`src/rtl/seg7_pkg.sv`:
```
// rtl/seg7_pkg.sv - shared hex font table and nibble-to-segment lookup
package seg7_pkg;

    // Active-high segment patterns, bit order {g,f,e,d,c,b,a}
    localparam logic [6:0] HEX_FONT [16] = '{
        7'h3F, 7'h06, 7'h5B, 7'h4F, 7'h66, 7'h6D, 7'h7D, 7'h07,
        7'h7F, 7'h6F, 7'h77, 7'h7C, 7'h39, 7'h5E, 7'h79, 7'h71
    };

    function automatic logic [6:0] hex2seg(input logic [3:0] nibble);
        return HEX_FONT[nibble];
    endfunction

endpackage

```
`src/rtl/seg7_hexdec.sv`:
```
// rtl/seg7_hexdec.sv - combinational nibble to active-high 7-segment decoder
module seg7_hexdec
    import seg7_pkg::*;
(
    input  logic [3:0] nibble,
    output logic [6:0] seg
);

    assign seg = hex2seg(nibble);

endmodule

```
`src/rtl/seg7_scanner.sv`:
```
// rtl/seg7_scanner.sv - multiplexed hex display driver with per-frame input snapshot
module seg7_scanner
    import seg7_pkg::*;
#(
    parameter int unsigned WIDTH          = 32,
    parameter int unsigned PRESCALE       = 1000,
    parameter bit          AN_ACTIVE_LOW  = 1'b1,
    parameter bit          SEG_ACTIVE_LOW = 1'b1
) (
    input  logic                 clk,
    input  logic                 reset,
    input  logic [WIDTH-1:0]     data,
    input  logic [WIDTH/4-1:0]   dp_mask,
    input  logic                 blank_zeros,
    output logic [WIDTH/4-1:0]   an,
    output logic [6:0]           seg,
    output logic                 dp
);

    localparam int unsigned DIGITS = WIDTH / 4;
    localparam int unsigned CNT_W  = (PRESCALE > 1) ? $clog2(PRESCALE) : 1;
    localparam int unsigned IDX_W  = (DIGITS > 1) ? $clog2(DIGITS) : 1;

    logic [CNT_W-1:0]  cnt;
    logic [IDX_W-1:0]  idx;
    logic [WIDTH-1:0]  snap_data;
    logic [DIGITS-1:0] snap_dp;
    logic              snap_bz;

    logic [WIDTH-1:0]  shifted;
    logic [6:0]        font_seg;
    logic [DIGITS-1:0] an_d;
    logic [6:0]        seg_d;
    logic              dp_d;

    // Shifting the current digit down to bit 0 gives both its nibble and the
    // "everything above is zero" test used for leading-zero blanking.
    assign shifted = snap_data >> {idx, 2'b00};

    seg7_hexdec u_hexdec (
        .nibble (shifted[3:0]),
        .seg    (font_seg)
    );

    always_comb begin
        an_d  = '0;
        seg_d = '0;
        dp_d  = 1'b0;
        if (cnt != '0) begin
            an_d[idx] = 1'b1;
            dp_d      = snap_dp[idx];
            if (!(snap_bz && idx != '0 && shifted == '0)) begin
                seg_d = font_seg;
            end
        end
    end

    always_ff @(posedge clk) begin
        if (reset) begin
            cnt       <= '0;
            idx       <= '0;
            snap_data <= '0;
            snap_dp   <= '0;
            snap_bz   <= 1'b0;
            an        <= {DIGITS{AN_ACTIVE_LOW}};
            seg       <= {7{SEG_ACTIVE_LOW}};
            dp        <= SEG_ACTIVE_LOW;
        end else begin
            if (cnt == CNT_W'(PRESCALE - 1)) begin
                cnt <= '0;
                idx <= (idx == IDX_W'(DIGITS - 1)) ? '0 : idx + 1'b1;
            end else begin
                cnt <= cnt + 1'b1;
            end
            // Frame start: freeze the inputs so a changing test_out cannot tear
            if (cnt == '0 && idx == '0) begin
                snap_data <= data;
                snap_dp   <= dp_mask;
                snap_bz   <= blank_zeros;
            end
            an  <= an_d ^ {DIGITS{AN_ACTIVE_LOW}};
            seg <= seg_d ^ {7{SEG_ACTIVE_LOW}};
            dp  <= dp_d ^ SEG_ACTIVE_LOW;
        end
    end

endmodule
```
`config.mk`:
```
export PLATFORM = sky130hd
export DESIGN_NAME = seg7_scanner
export DESIGN_NICKNAME = d
export VERILOG_FILES = /design/src/rtl/seg7_pkg.sv /design/src/rtl/seg7_hexdec.sv /design/src/rtl/seg7_scanner.sv
export SDC_FILE = /design/constraint.sdc
export NUM_CORES = 1
export LEC_CHECK = 0
export BUFFER_PORTS_ARGS = -buffer_cell sky130_fd_sc_hd__buf_2
export CAP_MARGIN = 0
export CORE_MARGIN = 8
export CORE_UTILIZATION = 50
export CTS_CLUSTER_DIAMETER = 120
export DETAILED_ROUTE_END_ITERATION = 10
export GPL_ROUTABILITY_DRIVEN = 0
export GPL_TIMING_DRIVEN = 0
export PLACE_DENSITY_LB_ADDON = 0.12
export SLEW_MARGIN = 20
export SYNTH_ARGS = -nofsm -noshare
export SYNTH_HDL_FRONTEND = slang
export SYNTH_SLANG_ARGS = --single-unit
```
`constraint.sdc`:
```
create_clock -name clk -period 4.22 [get_ports clk]
set_input_delay 0 -clock clk [delete_from_list [all_inputs] [get_ports clk]]
set_output_delay 0 -clock clk [all_outputs]
set_load 0.005 [all_outputs]
```
==> summary.md, run 1 <==
| Metric | Value |
|---|---|
| R2r setup slk | `1310 ps` |
| TNS Setup | `0 ps` |
| Total track usage | `18.1%` |
| Clk_lat worst skew | `330 ps` |
| CP Class | `flip-flop to flip-flop` |
| Cts bufs inserted | `9` |
| Overall Power | `1.62 mW` |
| Fillers | `505` |
| Layout cells sized above 1 | `19.6%` |
| Met2 GRT Util | `29.1%` |
| Port-buffer cells | `58` |
| Post-DP HPWL | `5710 um` |
| R2r endpoint | `seg[6]$_SDFF_PP1_` |
| GRT overflow | `0` |
| Router iterations before antenna repair | `4` |
| Final WL | `7930 um` |
| Register area share after synthesis | `44.1%` |
| Worst hold slack | `24.7 ps` |
| Width of the die | `95.7 um` |
| YS warnings | `0` |
| Die area | `9150 um^2` |
| Root buf cell | `clkbuf_8` |
| Crit path max fanout | `10` |
| Count of different cell masters after synthesis | `36` |
| Rel. slew slack | `51.8%` |
| Reg area | `1400 um^2` |
| Area Growth Syn to Fin | `32.4%` |
| Post-Synthesis Cells | `374` |
| Area of the multi-input gates | `1640 um^2` |
| Synthesized area | `3170 um^2` |
| Power per standard cell area | `386 nW/um^2` |
| Crit path DAT | `3190 ps` |
| Routed Antenna Nets | `0` |
| Slowest cell on the critical path | `mux4_2` |
| CP required | `4500 ps` |
| GR Util met1 | `23.0%` |
| Synthesized area per cell | `8.49 um^2` |
| Static Leak | `1.75 nW` |
| Antenna diodes | `0` |
| Fin crit period | `2910 ps` |
| Routed vias | `2968` |
| Worst slew pin tran | `717 ps` |
| Yosys reg bits | `70` |
| Setup WS post-layout | `1310 ps` |
| Vias in the first global route | `2808` |
| Final setup vio count | `0` |
| RSZ-0062 raised after global routing | `no` |
| Global-route wire length before repair | `13200 um` |
| Largest net degree at the start of global routing | `13` |
| Die Ht | `95.7 um` |
| DRC Markers | `0` |
| Fin. Hold Viols | `0` |
| DRT iter0 DRCs | `105` |
| PostCTS Resize Cnt | `0` |
| Fin crit share | `69.0%` |
| Final slew viol count | `0` |
| Nets | `537` |
| Slowest cell delay on critical path | `560 ps` |
| RR Startpoint | `idx[0]$_SDFFE_PP0P_` |
| Hold endpoint | `dp$_SDFF_PP1_` |
| Global Route met3 Usage | `4.02%` |
| CP Launch Type | `flip-flop` |
| Worst hold path class | `input port to flip-flop` |
| Hold Startpoint | `reset` |
| Hold depth | `3` |
| Layout Skew | `9.79 ps` |
| Initial Util | `50.9%` |
| Max-Cap Viols | `0` |
| Clk slew on worst S/H paths | `70 ps` |
| CTS Buffer Depth | `2` |
| Maximum vdd drop | `0.249 mV` |
| TritonCTS clock tree | `yes` |
| Pre-CTS WS | `1360 ps` |
| Via density | `5.24` |
| Depth of the most critical reg-to-reg path | `9` |
| Most used routing layer | `met2` |
| WL/cell | `14.0 um` |
| Clock sinks | `70` |
| H-tree depth | `3` |
| # IOs | `59` |
| Status | `completed` |
| Row Count | `29` |
| Placeable Area | `6240 um^2` |
| Post-synth net total | `427` |
| Crit-path cells | `buf_4 -> mux4_2 -> mux2i_1 -> ha_1 -> nand3_1 -> nor2_1 -> nand4_1 -> o21ai_2 -> a221o_1` |
| Max Fclk | `344 MHz` |
| Antenna violations before repair | `0` |
| CP endpoint kind | `flip-flop` |
## worst max-delay path: cells and delay by family, from the launching register on
kind | cells | cell delay (ps)
flip-flops | 1 | 520
buffers and inverters | 1 | 280
adder cells (fa/ha/maj) | 1 | 310
multiplexers | 2 | 980
AND/OR/NAND/NOR | 3 | 310
AO/OA/AOI/OAI | 2 | 470
## cell type report
type	count	area share [%]
Tap cell	77	2.29
Inverter	9	0.804
Clock inverter	5	1.93
Buffer	23	2.35
Clock buffer	11	3.60
Multi-Input combinational cell	272	39.0
Timing Repair Buffer	99	16.7
Sequential cell	70	33.3
## synth_stat cells, drive strengths merged
cell | n | area [um^2]
nor2b | 1 | 6.26
mux2i | 12 | 124
a221o | 3 | 30.0
a211oi | 1 | 7.51
xor2 | 3 | 26.3
nand4 | 8 | 50.1
a22o | 1 | 8.76
nand2b | 2 | 12.5
ha | 10 | 125
and3 | 1 | 6.26
nor3b | 1 | 7.51
nand2 | 92 | 345
mux4 | 9 | 203
a211o | 4 | 35.0
clkbuf | 16 | 60.1
nor4 | 8 | 50.1
xnor2 | 5 | 43.8
o21ai | 1 | 8.76
mux2 | 4 | 45.0
nor2 | 32 | 120
and2 | 4 | 25.0
clkinv | 1 | 3.75
inv | 8 | 30.0
o32ai | 1 | 8.76
dfxtp | 70 | 1400
nor3 | 6 | 30.0
a21oi | 48 | 240
or2 | 2 | 12.5
a32oi | 1 | 8.76
buf | 7 | 38.8
nand3 | 12 | 60.1
## state kept, by name, summed over array words and instances (netlist names)
| name | cells |
|---|---|
| snap_data | 32 |
| cnt | 10 |
| an | 8 |
| snap_dp | 8 |
| seg | 7 |
| idx | 3 |
| dp | 1 |
| snap_bz | 1 |
## cell families (layout without fill, tap and decap cells)
| group | Yosys count | after routing | share of synthesized area [%] |
|---|---|---|---|
| flip-flops | 70 | 70 | 44.1 |
| AND/OR/NAND/NOR | 169 | 169 | 22.9 |
| buffers and inverters | 32 | 147 | 4.18 |
| XOR/XNOR | 8 | 8 | 2.21 |
| adder cells (fa/ha/maj) | 10 | 10 | 3.94 |
| AO/OA/AOI/OAI | 60 | 60 | 11.0 |
| multiplexers | 25 | 25 | 11.7 |
## stage by stage
stage | cells | util [%] | instance area [um^2]
after floorplan | 374 | - | 3170
after global placement | 509 | 57.1 | 3560
after detailed placement | 509 | 57.1 | 3560
after CTS | 566 | 67.4 | 4200
after global routing | 566 | 67.4 | 4200
final | 566 | 67.4 | 4200
## report_power, final
group          switching (mW)  internal [mW]  leakage, nW
Combinational           0.145          0.127         1.06
Clock                   0.245          0.365        0.116
Sequential             0.0338          0.708        0.575
## how the worst max path moves through the flow
| stage | cells after the start | to | start | slack, ps |
|---|---|---|---|---|
| after floorplan | 7 | seg[6]$_SDFF_PP1_ | idx[0]$_SDFFE_PP0P_ | 1740 |
| after global placement | 9 | seg[6]$_SDFF_PP1_ | idx[0]$_SDFFE_PP0P_ | 1400 |
| after detailed placement | 9 | seg[6]$_SDFF_PP1_ | idx[0]$_SDFFE_PP0P_ | 1360 |
| after CTS | 9 | seg[6]$_SDFF_PP1_ | idx[0]$_SDFFE_PP0P_ | 1360 |
| after global routing | 9 | seg[6]$_SDFF_PP1_ | idx[0]$_SDFFE_PP0P_ | 1100 |
| final | 9 | seg[6]$_SDFF_PP1_ | idx[0]$_SDFFE_PP0P_ | 1310 |
## metal layers
metal / wire (um) / vias to the layer above
li1: - / 1509
met1: 3510 / 1372
met2: 3810 / 76
met3: 491 / 11
met4: 121 / 0
met5: 0 / -
## cell usage in the layout (no fill, tap or decap), types with 2 or more instances in the layout
| master | instances |
|---|---|
| mux2_2 | 2 |
| or2_2 | 2 |
| mux2i_1 | 11 |
| nand2b_1 | 2 |
| dfxtp_1 | 70 |
| inv_1 | 7 |
| ha_1 | 10 |
| nand3_1 | 12 |
| mux4_2 | 9 |
| mux2_1 | 2 |
| bufinv_16 | 2 |
| dlygate4sd3_1 | 41 |
| a221o_1 | 3 |
| nand4_1 | 8 |
| buf_2 | 62 |
| buf_4 | 2 |
| xnor2_1 | 5 |
| nor4_1 | 8 |
| nor2_1 | 32 |
| clkbuf_1 | 16 |
| and2_1 | 4 |
| xor2_1 | 3 |
| a21oi_1 | 48 |
| clkbuf_8 | 11 |
| nor3_1 | 6 |
| nand2_1 | 92 |
| a211o_1 | 4 |
## repair_timing
| action | CTS | global route |
|---|---|---|
| buffers inserted | 0 | 0 |
| endpoints found under the setup margin | 0 | 0 |
| hold buffers | 41 | 0 |
| endpoints found under the hold margin | 41 | 0 |
(Power assumes the default switching activity.)
==> run 2, diff against run 1 <==
ABC_AREA = 1   (was unset)
clock period = 2.9 ns   (was 4.22 ns; I/O delays follow)
==> summary.md, run 2 <==
| Metric | Value |
|---|---|
| Layout Skew | `10.1 ps` |
| H-tree depth | `3` |
| Crit path max fanout | `10` |
| Largest net degree at the start of global routing | `13` |
| Final core occ | `67.2%` |
| Clk_lat worst skew | `360 ps` |
| Rel. slew slack | `34.1%` |
| Count of different cell masters after synthesis | `32` |
| DRC Markers | `0` |
| Yosys reg bits | `70` |
| Antenna violations before repair | `0` |
| WL/cell | `13.5 um` |
| Vias in the first global route | `3741` |
| Global-route wire length before repair | `17000 um` |
| Maximum vdd drop | `0.405 mV` |
| Post-synth top cells | `nand2_1, dfxtp_1, inv_1` |
| Routed Antenna Nets | `0` |
| Root buf cell | `clkbuf_8` |
| Width of the die | `99.7 um` |
| Status | `completed` |
| Crit-path cells | `inv_2 -> buf_2 -> ha_1 -> inv_1 -> nor2_1 -> nand4_1 -> clkbuf_1 -> o21ai_0 -> a21oi_1` |
| Via density | `5.10` |
| Synthesized area | `3510 um^2` |
| RSZ-0062 raised after global routing | `no` |
| TritonCTS clock tree | `yes` |
| Crit path DAT | `2670 ps` |
| Post-synth net total | `564` |
| Post-Synthesis Cells | `511` |
| Area after DPL | `3920 um^2` |
| Most common cell in the netlist | `nand2_1` |
| GRT overflow | `0` |
| CP Class | `flip-flop to flip-flop` |
| Non-Filler Cell Area, Final | `4570 um^2` |
| Fin. Hold Viols | `0` |
| CTS Buffer Depth | `2` |
| Port-buffer cells | `58` |
| CP endpoint kind | `flip-flop` |
| Worst hold path class | `input port to flip-flop` |
| Routed vias | `3683` |
| Die Ht | `99.7 um` |
| CP required | `3140 ps` |
| Final slew viol count | `0` |
| CP Launch Type | `flip-flop` |
| Slowest cell on the critical path | `nand4_1` |
| Max-Cap Viols | `0` |
| Synth area leader | `dfxtp_1` |
| Initial Util | `51.6%` |
| Commonest cells after routing, fill and taps aside | `nand2_1, dfxtp_1, inv_1, buf_2, nor2_1` |
| Row Count | `30` |
| Nets | `674` |
| Cts bufs inserted | `9` |
| Total track usage | `21.1%` |
| # IOs | `59` |
| TNS Setup | `0 ps` |
| Final WL | `9780 um` |
| Register area share after synthesis | `40.0%` |
| Commonest non-fill, non-tap cell in the layout | `nand2_1` |
| Post-synth EDFFs | `0` |
| Power per standard cell area | `552 nW/um^2` |
| Placeable Area | `6790 um^2` |
| Max Fclk | `411 MHz` |
| Die area | `9950 um^2` |
| R2r setup slk | `470 ps` |
| Clock sinks | `70` |
| Area Growth Syn to Fin | `30.3%` |
| Fin crit share | `83.8%` |
| Max reg flops | `32` |
| Fin crit period | `2430 ps` |
| Antenna diodes | `0` |
| Synthesized area per cell | `6.86 um^2` |
| Layout cells sized above 1 | `16.8%` |
| Clk slew on worst S/H paths | `80 ps` |
| Post-DP HPWL | `6900 um` |
| Most flop-heavy register | `snap_data` |
| Synth top area share | `40.0%` |
| Synth top area cells | `dfxtp_1, nand2_1, o21ai_0, a21oi_1, nand3_1` |
| YS warnings | `0` |
| Router iterations before antenna repair | `5` |
| Largest regs | `snap_data: 32 flops, cnt: 10 flops` |
| Post-CTS setup buffer count | `0` |
| Static Leak | `2.05 nW` |
| Slowest cell delay on critical path | `450 ps` |
| Final setup vio count | `0` |
| DRT iter0 DRCs | `208` |
| Asr flop ratio synth | `0%` |
| Worst slew pin tran | `979 ps` |
| Main synth FF type | `dfxtp_1` |
| Fillers | `577` |
[run 2: power breakdown]
group	switching, mW	internal (mW)	leakage, nW
combinational	0.279	0.195	1.36
clock	0.389	0.558	0.119
sequential	0.0511	1.05	0.578
[run 2: what timing repair did]
item / in CTS / in global routing
gates resized for setup: 0 / 0
hold buffers: 41 / 0
hold endpoints to repair: 42 / 0
[run 2: cells by family after synthesis]
| kind of cell | share of synthesized area, % |
|---|---|
| adder cells (fa/ha/maj) | 3.57 |
| buffers and inverters | 10.3 |
| AO/OA/AOI/OAI | 15.9 |
| AND/OR/NAND/NOR | 30.3 |
| flip-flops | 40.0 |
[run 2: critical path: cells and delay by family (launching register included)]
kind	cells	cell delay, ps
buffers and inverters	4	770
and+or+nand+nor	2	620
DFF	1	340
AOI/OAI and AO/OA	2	400
adders and majority gates	1	190
[run 2: final cells by class]
| type | instances | area (um^2) | share of cell area, % |
|---|---|---|---|
| repair buffers | 99 | 701 | 15.3 |
| plain buffers | 19 | 96.3 | 2.11 |
| clock buffers | 12 | 165 | 3.62 |
| multi-input cells | 352 | 1740 | 38.2 |
| inverters | 70 | 264 | 5.78 |
| flip-flops and latches | 70 | 1400 | 30.7 |
| well taps | 96 | 120 | 2.63 |
| clock inverters | 4 | 76.3 | 1.67 |
[run 2: stage by stage]
stage,std cells,hold slack (ps),worst slack [ps],power (mW)
finish,722,30.0,469,2.52
global route,722,29.7,259,2.66
CTS,722,22.6,458,2.53
detailed placement,665,212,478,1.55
global placement,665,214,554,1.53
floorplan,511,78.5,1120,1.41
[run 2: metal layers]
metal,share of wire [%],global-route usage (%),up-vias
li1,-,-,1866
met1,45,24.9,1672
met2,47,35.5,121
met3,5.7,4.54,24
met4,2.6,9.78,0
met5,0,0,-
[run 2: final timing paths]
path / from / cells after the start / to
max reg2reg: idx[0]$_SDFFE_PP0P_ / 9 / snap_data[16]$_SDFFE_PP0P_
max: idx[0]$_SDFFE_PP0P_ / 9 / snap_data[16]$_SDFFE_PP0P_
min: data[16] / 3 / snap_data[16]$_SDFFE_PP0P_
min reg2reg: snap_dp[3]$_SDFFE_PP0P_ / 2 / snap_dp[3]$_SDFFE_PP0P_
